## src/rtl/fetch_stage_unit.sv

```systemverilog
// Instruction fetch stage: owns the PC, issues one outstanding instruction-memory
// read at a time and presents fetched instructions to the IF/ID register.
module fetch_stage_unit #(
    parameter int                      CORE         = 0,
    parameter int                      DATA_WIDTH   = 32,
    parameter int                      ADDRESS_BITS = 20,
    parameter logic [ADDRESS_BITS-1:0] RESET_PC     = {ADDRESS_BITS{1'b0}}
) (
    input  logic                    clock,
    input  logic                    reset,
    input  logic                    stall,
    input  logic                    if_branch,
    input  logic [ADDRESS_BITS-1:0] if_branch_target,
    input  logic [ADDRESS_BITS-1:0] if_JAL_target,
    input  logic [ADDRESS_BITS-1:0] if_JALR_target,
    input  logic [1:0]              if_next_PC_select,
    input  logic                    i_mem_valid,
    input  logic [DATA_WIDTH-1:0]   i_mem_data,
    output logic                    i_mem_read,
    output logic [ADDRESS_BITS-1:0] i_mem_address,
    output logic [DATA_WIDTH-1:0]   if_instruction,
    output logic [ADDRESS_BITS-1:0] if_inst_PC,
    output logic                    if_valid
);

    localparam logic [DATA_WIDTH-1:0]   NOP_INSTR = DATA_WIDTH'(32'h0000_0013);
    localparam logic [ADDRESS_BITS-1:0] PC_STEP   = ADDRESS_BITS'(3'd4);

    typedef enum logic [1:0] {
        S_FETCH = 2'b00,
        S_WAIT  = 2'b01,
        S_OUT   = 2'b10
    } state_t;

    state_t                  state_r;
    logic [ADDRESS_BITS-1:0] pc_r;
    logic                    squash_r;
    logic [DATA_WIDTH-1:0]   instr_r;
    logic [ADDRESS_BITS-1:0] inst_pc_r;
    logic                    valid_r;

    logic                    redirect_s;
    logic [ADDRESS_BITS-1:0] target_s;

    // Sequential successor; the adder simply wraps at the top of the address space.
    function automatic logic [ADDRESS_BITS-1:0] seq_pc(input logic [ADDRESS_BITS-1:0] pc);
        return pc + PC_STEP;
    endfunction

    // Decode the redirect request returned from decode and pick its target.
    always_comb begin
        redirect_s = 1'b0;
        target_s   = pc_r;
        case (if_next_PC_select)
            2'b01: begin
                redirect_s = if_branch;
                target_s   = if_branch_target;
            end
            2'b10: begin
                redirect_s = 1'b1;
                target_s   = if_JAL_target;
            end
            2'b11: begin
                redirect_s = 1'b1;
                target_s   = if_JALR_target;
            end
            default: begin
                redirect_s = 1'b0;
                target_s   = pc_r;
            end
        endcase
    end

    // Fetch FSM: PC, squash tracking and the registered IF/ID-side outputs.
    always_ff @(posedge clock) begin
        if (reset) begin
            state_r   <= S_FETCH;
            pc_r      <= RESET_PC;
            squash_r  <= 1'b0;
            instr_r   <= NOP_INSTR;
            inst_pc_r <= RESET_PC;
            valid_r   <= 1'b0;
        end else begin
            case (state_r)
                S_FETCH: begin
                    // The request issued this cycle stays outstanding even when redirected.
                    state_r <= S_WAIT;
                    if (redirect_s) begin
                        pc_r     <= target_s;
                        squash_r <= 1'b1;
                    end else begin
                        squash_r <= 1'b0;
                    end
                end
                S_WAIT: begin
                    if (!i_mem_valid) begin
                        if (redirect_s) begin
                            pc_r     <= target_s;
                            squash_r <= 1'b1;
                        end else begin
                            squash_r <= squash_r;
                        end
                    end else if (squash_r || redirect_s) begin
                        squash_r <= 1'b0;
                        state_r  <= S_FETCH;
                        if (redirect_s) begin
                            pc_r <= target_s;
                        end else begin
                            pc_r <= pc_r;
                        end
                    end else begin
                        instr_r   <= i_mem_data;
                        inst_pc_r <= pc_r;
                        valid_r   <= 1'b1;
                        pc_r      <= seq_pc(pc_r);
                        state_r   <= S_OUT;
                    end
                end
                S_OUT: begin
                    // Redirect beats stall; otherwise an unstalled edge consumes the output.
                    if (redirect_s || !stall) begin
                        valid_r <= 1'b0;
                        instr_r <= NOP_INSTR;
                        state_r <= S_FETCH;
                        if (redirect_s) begin
                            pc_r <= target_s;
                        end else begin
                            pc_r <= pc_r;
                        end
                    end else begin
                        state_r <= S_OUT;
                    end
                end
                default: begin
                    state_r  <= S_FETCH;
                    squash_r <= 1'b0;
                    valid_r  <= 1'b0;
                    instr_r  <= NOP_INSTR;
                end
            endcase
        end
    end

    assign i_mem_read     = (state_r == S_FETCH) && !reset;
    assign i_mem_address  = pc_r;
    assign if_instruction = instr_r;
    assign if_inst_PC     = inst_pc_r;
    assign if_valid       = valid_r;

endmodule

```

## config.mk

```make
export PLATFORM = sky130hd
export DESIGN_NAME = fetch_stage_unit
export DESIGN_NICKNAME = d
export VERILOG_FILES = /design/src/rtl/fetch_stage_unit.sv
export SDC_FILE = /design/constraint.sdc
export NUM_CORES = 1
export LEC_CHECK = 0
export ABC_AREA = 0
export BUFFER_PORTS_ARGS = -buffer_cell sky130_fd_sc_hd__buf_2
export CORE_MARGIN = 2
export CORE_UTILIZATION = 47
export CTS_BUF_LIST = sky130_fd_sc_hd__clkbuf_8 sky130_fd_sc_hd__clkbuf_16
export DETAILED_ROUTE_END_ITERATION = 6
export GPL_TIMING_DRIVEN = 0
export PLACE_DENSITY = 0.78
export SLEW_MARGIN = 20
export SYNTH_ARGS = -nofsm -noshare
export SYNTH_HDL_FRONTEND = slang
export SYNTH_SLANG_ARGS = --single-unit
```

## constraint.sdc

```tcl
create_clock -name clock -period 2 [get_ports clock]
set_input_delay 0.4 -clock clock [delete_from_list [all_inputs] [get_ports clock]]
set_output_delay 0.4 -clock clock [all_outputs]
set_load 0.1 [all_outputs]
```

Word level (Yosys, flattened, before mapping)
Index checks and enable logic that the tools add are counted.
{"block": "word_totals", "regBits": 76, "in_bits": 99, "out_inout_bits": 74}
{"block": "classes", "add_sub_neg": 1, "eq_ne": 10, "muxes": 24, "n_bitwise": 3, "reduce_logical": 12}
{"op": "$pmux 20 s3", "n": 2}
{"op": "$mux 32", "n": 3}
{"op": "$pmux 32 s3", "n": 1}
{"op": "$mux 20", "n": 4}
{"op": "$add 20x3->20 const B", "n": 1}
{"op": "$mux 1", "n": 7}
{"op": "$eq 2x2->1 const B", "n": 3}
{"op": "$mux 2", "n": 3}
{"op": "$ne 2x2->1 const B", "n": 3}
{"op": "$ne 3x3->1 const B", "n": 2}
{"op": "$pmux 1 s3", "n": 2}
{"op": "$pmux 2 s3", "n": 1}
{"op": "$reduce_and 3->1", "n": 2}
{"op": "$eq 2x1->1 const B", "n": 2}
{"op": "$reduce_and 4->1", "n": 1}
{"op": "$not 1->1", "n": 3}
{"op": "$reduce_bool 3->1", "n": 1}
{"op": "$logic_not 1->1", "n": 2}
{"op": "$logic_not 2->1", "n": 1}
{"op": "$logic_or 1x1->1", "n": 2}
{"op": "$pmux 1 s2", "n": 1}
{"op": "$reduce_and 2->1", "n": 1}
{"op": "$reduce_or 2->1", "n": 1}
{"op": "$logic_and 1x1->1", "n": 1}

Logic depth before layout (Yosys ltp)
Gate-level depths: netlist of the first run.
{"block": "depth", "ltp_word": 7, "mapped_depth": 8, "depth_no_buf": 6}

Worst setup path before layout of the first run
No wires, ideal clock.
{"block": "synth_timing", "kind": "in2out", "start": "in reset", "end": "out i_mem_read", "arrival_ns": 2.792, "setup_slack_ns": -1.192, "stages": 3, "cell_sequence": "clkbuf_1 -> clkbuf_1 -> nor3_1"}
{"block": "synth_via", "elab_chain_cells": 2}
{"element": "from (decl)", "line_no": "10", "source": "input logic reset,"}
{"element": "$logic_not 1->1", "line_no": "144", "source": "assign i_mem_read = (state_r == S_FETCH) && !reset;"}
{"element": "$logic_and 1x1->1", "line_no": "144"}
{"element": "to (decl)", "line_no": "19", "source": "output logic i_mem_read,"}
Every way passes these cells.

Final worst setup path of the first run
{"block": "layout_timing", "start": "reg pc_r[2] (netlist: i_mem_address[2])", "end": "reg pc_r[14] (netlist: i_mem_address[14])"}
{"block": "layout_via", "elab_chain_cells": 4}
{"element": "from (decl)", "line_no": "36", "source": "logic [ADDRESS_BITS-1:0] pc_r;"}
{"element": "from (signal assigned)", "line_no": "89", "source": "pc_r <= target_s;"}
{"element": "from (signal assigned)", "line_no": "98", "source": "pc_r <= target_s;"}
{"element": "from (signal assigned)", "line_no": "107", "source": "pc_r <= target_s;"}
{"element": "$add 20x3->20", "line_no": "47", "source": "return pc + PC_STEP;"}
{"element": "$mux 20", "line_no": "103", "source": "end else if (squash_r || redirect_s) begin"}
{"element": "$mux 20", "line_no": "96", "source": "if (!i_mem_valid) begin"}
{"element": "$pmux 20 s3", "line_no": "84", "source": "case (state_r)"}
Every way passes these cells.
A chain may end at the register's enable or synchronous reset.

==> impl_results.md, run 1 <==
* Maximum capacitance violations at 0
* Post-synth EDFFs at 0
* Die area at 8612 um2
* Clock Skew at 0.008961 ns
* Fmax at 519.6 MHz
* Final setup violation count at 0
* DR iter-0 viols at 316
* Drt wl/cell at 16.31 um
* Fin nets at 727
* Core area at 7687 um2
* Port Buffers at 169
* Final Slew Violations at 0
* Resize count post-CTS at 1
* Post-DR vias/cell at 5.696
* Hold WC Path Type: input port to register
* Root Buffer: clkbuf_8
* Syn_nets at 547
* Die height at 92.80 um
* Syn-to-layout area delta at 32.78%
* Final Hold Vio Count at 0
* Final Power at 0.003746 W
* Yosys synthesis warning count at 0
* Worst-path clk slew at 0.08 ns
* Crit start category: register
* # hold bufs at CTS at 0
* Site Rows at 32
* Final setup margin at 0.07551 ns
* Area of the mapped netlist at 3706 um2
* Sink Count at 76
* Vias in the first global route at 4018
* Via count at 4181
* Finished Layout Cells at 734
* Final ANT Viol Nets at 0
* Relative slew slack at 58.85%
* Syn Inst Count at 447
* Share of cells above drive strength 1 at 39.24%
* Total CTS buffers at 9
* Grt ovf at 0
* CTS tree: done
* Gr usage total at 27.85%
* Final min period at 1.924 ns
* Crit path arrival time at 2.18 ns
* Top_reg_cell synth: dfxtp_1
* Initial cell density of the core at 48.21%
* Setup bufs post-CTS at 0
* Final Wtd Congestion at 0.9729
* # DRC at 0
* Power Density at 761.2 nW/um2
* Slowest cell on crit path: nor4_1
* RSZ-0062 raised after global routing: false
* Required @ worst endpoint at 2.26 ns
* Worst-case clock buffer depth at 2
* Dpl hpwl at 8889 um
* Fin area at 4921 um2
* Avg Inst Size Synth at 8.291 um2
* Die width at 92.80 um
* Initial antenna violation count at 0
* Least-Margin Pin Slew at 0.6173 ns
* Async set-or-reset flop fraction in the synthesized netlist at 0%
* CP max FO at 7
* Placed insts at 718
* Synth unique cells at 59
* Antenna cells at 0
* CP Cell Sequence: ha_1 -> nand3_1 -> nor4_1 -> mux2_2 -> a211oi_1
* Max VDD drop at 0.0004908 V
* Leak pwr at 2.211 nW
* Kind of critical path: register to register
* DP Worst Slack at -0.02159 ns
* Crit. End Element: register
* Final Cycle Share at 96.22%
* First-pass GRT wire length at 19180 um
* H-Tree Depth at 3
* Largest net degree at the start of global routing at 14
* Delay of the slowest critical-path stage at 0.40 ns
* Drt pass-1 iters at 5
* #FFs+latches synth at 76
* Area post-placement at 4715 um2
* Post-synthesis sequential area ratio at 41.05%
* Status: finished clean
* Io pins at 173
* Clock latency at the later pin of the worst-skew pair at 0.35 ns
* Post-Route WL at 11970 um
==> metal layers <==
metal  track usage [%]  share of wire, %  vias up
met5                 0                 0        -
met2             45.35                46      255
met3             4.394               9.3       38
met4             14.71               3.7        0
li1                  -                 -     1993
met1             35.42                41     1895
==> path summary, 6_finish.rpt <==
kind,to,from,slack (ns),depth (start not counted)
hold / removal,if_instruction[8],i_mem_data[8],0.29,3
hold reg to reg,if_inst_PC[1],if_inst_PC[1],0.46,2
setup / recovery,i_mem_address[14],i_mem_address[2],0.08,5
setup reg to reg,i_mem_address[14],i_mem_address[2],0.08,5
==> stage by stage <==
step / TNS [ns] / hold WS [ns] / util, %
6_report: 0 / 0.2898 / 64.01
4_1_cts: 0 / 0.2821 / 63.92
2_1_floorplan: -0.001237 / 0.4667 / -
3_3_place_gp: -0.05579 / 0.4389 / 61.33
5_1_grt: 0 / 0.2971 / 64.01
3_5_place_dp: -0.02159 / 0.4453 / 61.33
==> Yosys cell counts (2+ instances only) <==
master	count	area [um2]
inv_1	2	7.510
a22oi_1	32	240.2
buf_4	5	37.54
mux2_2	6	67.56
o21ai_0	11	55.05
or3_1	4	25.02
a31oi_1	7	43.79
a31o_2	2	17.52
nor2_1	52	195.2
nor3_1	13	65.06
and3_1	3	18.77
o31ai_1	5	37.54
nand4_1	2	12.51
nand2_1	54	202.7
clkbuf_1	13	48.80
a21oi_1	50	250.2
a211oi_1	9	67.56
nand3_1	8	40.04
mux2i_1	17	170.2
dfxtp_1	76	1521
nor3b_1	3	22.52
buf_6	4	45.04
nand2b_1	5	31.28
a311oi_1	4	35.03
nor2b_1	3	18.77
buf_2	16	80.08
o22ai_1	7	43.79
nor4_1	3	18.77
==> flip-flops by register name (all words and copies together), names as in the netlist <==
| name | cells |
|---|---|
| squash_r | 1 |
| if_inst_PC | 20 |
| state_r | 2 |
| if_valid | 1 |
| i_mem_address | 20 |
| if_instruction | 32 |
==> placed cells by master (no fill, tap or decap), types with 6 or more instances in the layout <==
cell type and instances:
a21oi_1 50, a211oi_1 9, buf_2 184, nor2_1 52, o22ai_1 7, nand2_1 54, nand3_1 8, dfxtp_1 61
mux2_2 6, clkbuf_1 11, mux2i_1 17, a31oi_1 7, o21ai_0 11, a22oi_1 32, nor3_1 12, dfxtp_2 13
buf_4 6, clkbuf_8 10
==> cell families (layout without fill, tap and decap cells) <==
| logic type | count (synthesis) | after routing | share of synthesized area [%] |
|---|---|---|---|
| and+or+nand+nor | 162 | 162 | 20.56 |
| DFF | 76 | 76 | 41.05 |
| muxes | 23 | 23 | 6.414 |
| buffers and inverters | 42 | 227 | 6.145 |
| AOI/OAI and AO/OA | 143 | 143 | 25.49 |
| adders and majority gates | 1 | 1 | 0.3376 |
==> power breakdown <==
part | total [W] | internal [W] | switching, W | leakage [nW]
clock | 0.00114 | 0.000557 | 0.000583 | 0.0965
combinational | 0.000954 | 0.000257 | 0.000697 | 1.49
sequential | 0.00165 | 0.00158 | 0.0000741 | 0.624
total | 0.00375 | 0.00239 | 0.00135 | 2.21
==> critical path, delay by kind of cell (launching register included) <==
family	cells	cell delay, ns
AOI/OAI and AO/OA	1	0.20
adders and majority gates	1	0.22
DFF	1	0.39
muxes	1	0.38
and+or+nand+nor	2	0.65
==> cell type report <==
cell class,count,area (um2)
clock buffer,11,162.7
sequential,76,1545
tap,102,127.6
clock inverter,5,33.78
fill,706,2766
buffer,40,222.7
multi-input combinational,329,1973
timing repair buffer,169,848.3
inverter,2,7.507
Note: power is estimated with default switching activity, not from simulation.
==> inputs of run 2 (changes only) <==
- GPL_TIMING_DRIVEN: 0 -> unset
==> run 2 against run 1 <==
Compared with the run above:
- non-clock buffer count shrank 3
- die area is the same
- total power grew 5.5%
- sequential cell count is the same
- via count shrank 0.86%
- wire length shrank 5.5%
- critical path depth shrank 2
- clock skew grew 0.00070 ns
- critical path type is now register to output port
- largest cell class unchanged
- largest power group unchanged
- highest routed layer unchanged
==> impl_results.md, run 2 (same netlist as run 1, synthesis figures left out) <==
* Psw at 0.001384 W (was 0.001354 W)
* Setup bufs post-CTS at 0 (unchanged)
* Power Density at 788.8 nW/um2 (was 761.2 nW/um2)
* Final setup violation count at 0 (unchanged)
* Placed insts at 715 (was 718)
* Worst-path clk slew at 0.09 ns (was 0.08 ns)
* Die area at 8612 um2 (unchanged)
* Total CTS buffers at 9 (unchanged)
* Post-Route WL at 11320 um (was 11970 um)
* Least-Margin Pin Slew at 0.4989 ns (was 0.6173 ns)
* Sw Share at 35.02% (was 36.15%)
* Most common cell after layout, fill and taps aside: buf_2 (unchanged)
* First-pass GRT wire length at 18310 um (was 19180 um)
* Final Wtd Congestion at 0.9925 (was 0.9729)
* Initial antenna violation count at 0 (unchanged)
* DR iter-0 viols at 215 (was 316)
* Final Slew Violations at 0 (unchanged)
* Sink Count at 76 (unchanged)
* Port Buffers at 172 (was 169)
* Site Rows at 32 (unchanged)
* Antenna cells at 0 (unchanged)
* Final ANT Viol Nets at 0 (unchanged)
* Final Power at 0.003953 W (was 0.003746 W)
* # DRC at 0 (unchanged)
* Relative slew slack at 66.97% (was 58.85%)
* Delay of the slowest critical-path stage at 0.44 ns (was 0.40 ns)
* Share of cells above drive strength 1 at 40.86% (was 39.24%)
* Maximum capacitance violations at 0 (unchanged)
* H-Tree Depth at 3 (unchanged)
* Core area at 7687 um2 (unchanged)
* Largest net degree at the start of global routing at 34 (was 14)
* Setup total negative slack at 0 ns (unchanged)
* Slowest cell on crit path: buf_2 (was nor4_1)
* Status: finished clean (unchanged)
* Number of flip-flops in the largest register at 32 (unchanged)
* Combinational Power Share at 24.0% (was 25.5%)
* Max VDD drop at 0.0005196 V (was 0.0004908 V)
* Drt wl/cell at 15.49 um (was 16.31 um)
* Hold WC Path Type: input port to register (unchanged)
* CP Cell Sequence: buf_4 -> nor3_4 -> buf_2 (was ha_1 -> nand3_1 -> nor4_1 -> mux2_2 -> a211oi_1)
* Final hold slack at 0.2852 ns (was 0.2898 ns)
* Fin area at 5011 um2 (was 4921 um2)
* Final Cycle Share at 94.02% (was 96.22%)
* # hold bufs at CTS at 0 (unchanged)
* Drt pass-1 iters at 5 (unchanged)
* Final Hold Vio Count at 0 (unchanged)
* Gr usage total at 26.50% (was 27.85%)
* Area post-placement at 4783 um2 (was 4715 um2)
* Resize count post-CTS at 0 (was 1)
* Via count at 4145 (was 4181)
* Io pins at 173 (unchanged)
* Syn-to-layout area delta at 35.21% (was 32.78%)
* Clock Power Share at 34.2% (was 30.4%)
* Crit. End Element: output port (was register)
* RSZ-0062 raised after global routing: false (unchanged)
* Fmax at 531.8 MHz (was 519.6 MHz)
* Vias in the first global route at 3958 (was 4018)
* Crit path arrival time at 1.48 ns (was 2.18 ns)
* CP max FO at 8 (was 7)
* Clock latency at the later pin of the worst-skew pair at 0.35 ns (about the same)
* Worst-case clock buffer depth at 2 (unchanged)
* Kind of critical path: register to output port (was register to register)
* Required @ worst endpoint at 1.60 ns (was 2.26 ns)
* Commonest cells after routing, fill and taps aside: buf_2, dfxtp_1, nand2_1 (unchanged)
* Fin nets at 724 (was 727)
* Seq pwr share at 41.7% (was 44.1%)
* Grt ovf at 0 (unchanged)
* Internal Power at 0.002569 W (was 0.002392 W)
* Crit start category: register (unchanged)
* Final min period at 1.880 ns (was 1.924 ns)
* Initial cell density of the core at 48.21% (unchanged)
* Die height at 92.80 um (unchanged)
* Finished Layout Cells at 731 (was 734)
* Post-DR vias/cell at 5.670 (was 5.696)
* Die width at 92.80 um (unchanged)
* Dpl hpwl at 8540 um (was 8889 um)
* CTS tree: done (unchanged)
* Root Buffer: clkbuf_8 (unchanged)
* Clock Skew at 0.009657 ns (was 0.008961 ns)
* Leak pwr at 2.283 nW (was 2.211 nW)
[run 2: changes by cell type in the layout (fill, tap and decap cells not counted), moves of 3 or more]
cell | previous run | this run
buf_6 | 4 | 0
clkbuf_1 | 11 | 0
buf_2 | 184 | 172
buf_4 | 6 | 33
inv_6 | 0 | 5
clkbuf_2 | 3 | 0
[run 2: stage by stage]
stage | util, % | setup slack (ns)
finish | 65.19 | 0.1196
global route | 65.19 | 0.05541
CTS | 65.19 | 0.1069
detailed placement | 62.22 | 0.003058
global placement | 62.22 | 0.02126
floorplan | - | -0.001237
[run 2: critical path: cells and delay by family, from the launching register on]
kind	cells	cell delay, ns
flops	1	0.35
buf+inv	2	0.62
simple gates	1	0.16
[run 2: per-layer routing]
layer	part of all wire, %	GRT usage [%]	up-vias
met2	47	43.84	196
met3	8.2	5.452	36
met4	3.6	13.24	0
li1	-	-	1987
met5	0	0	-
met1	41	32.62	1926
[run 2: worst paths after layout]
| check | start | endpoint | slack [ns] | cells after the start |
|---|---|---|---|---|
| max | state_r[1] | i_mem_read | 0.12 | 3 |
| min | i_mem_data[0] | if_instruction[0] | 0.29 | 3 |
| max reg2reg | i_mem_address[2] | i_mem_address[12] | 0.12 | 6 |
| min reg2reg | if_inst_PC[17] | if_inst_PC[17] | 0.46 | 2 |
[run 2: area by class of cell]
class | instances | area [um2]
Multi-Input combinational cell | 329 | 1974
Clock buffer | 9 | 123.9
Fill cell | 696 | 2676
Sequential cell | 76 | 1545
Clock inverter | 7 | 103.9
Inverter | 2 | 7.507
Timing Repair Buffer | 206 | 1129
Tap cell | 102 | 127.6
[run 2: power groups by stage]
stage	Clock [W]	Combinational, W	Sequential [W]
4_1_cts	0.00138	0.000948	0.00165
3_3_place_gp	0	0.000935	0.00168
2_1_floorplan	0	0.000305	0.00207
5_1_grt	0.00143	0.00100	0.00166
3_5_place_dp	0	0.000946	0.00168
6_report	0.00135	0.000950	0.00165
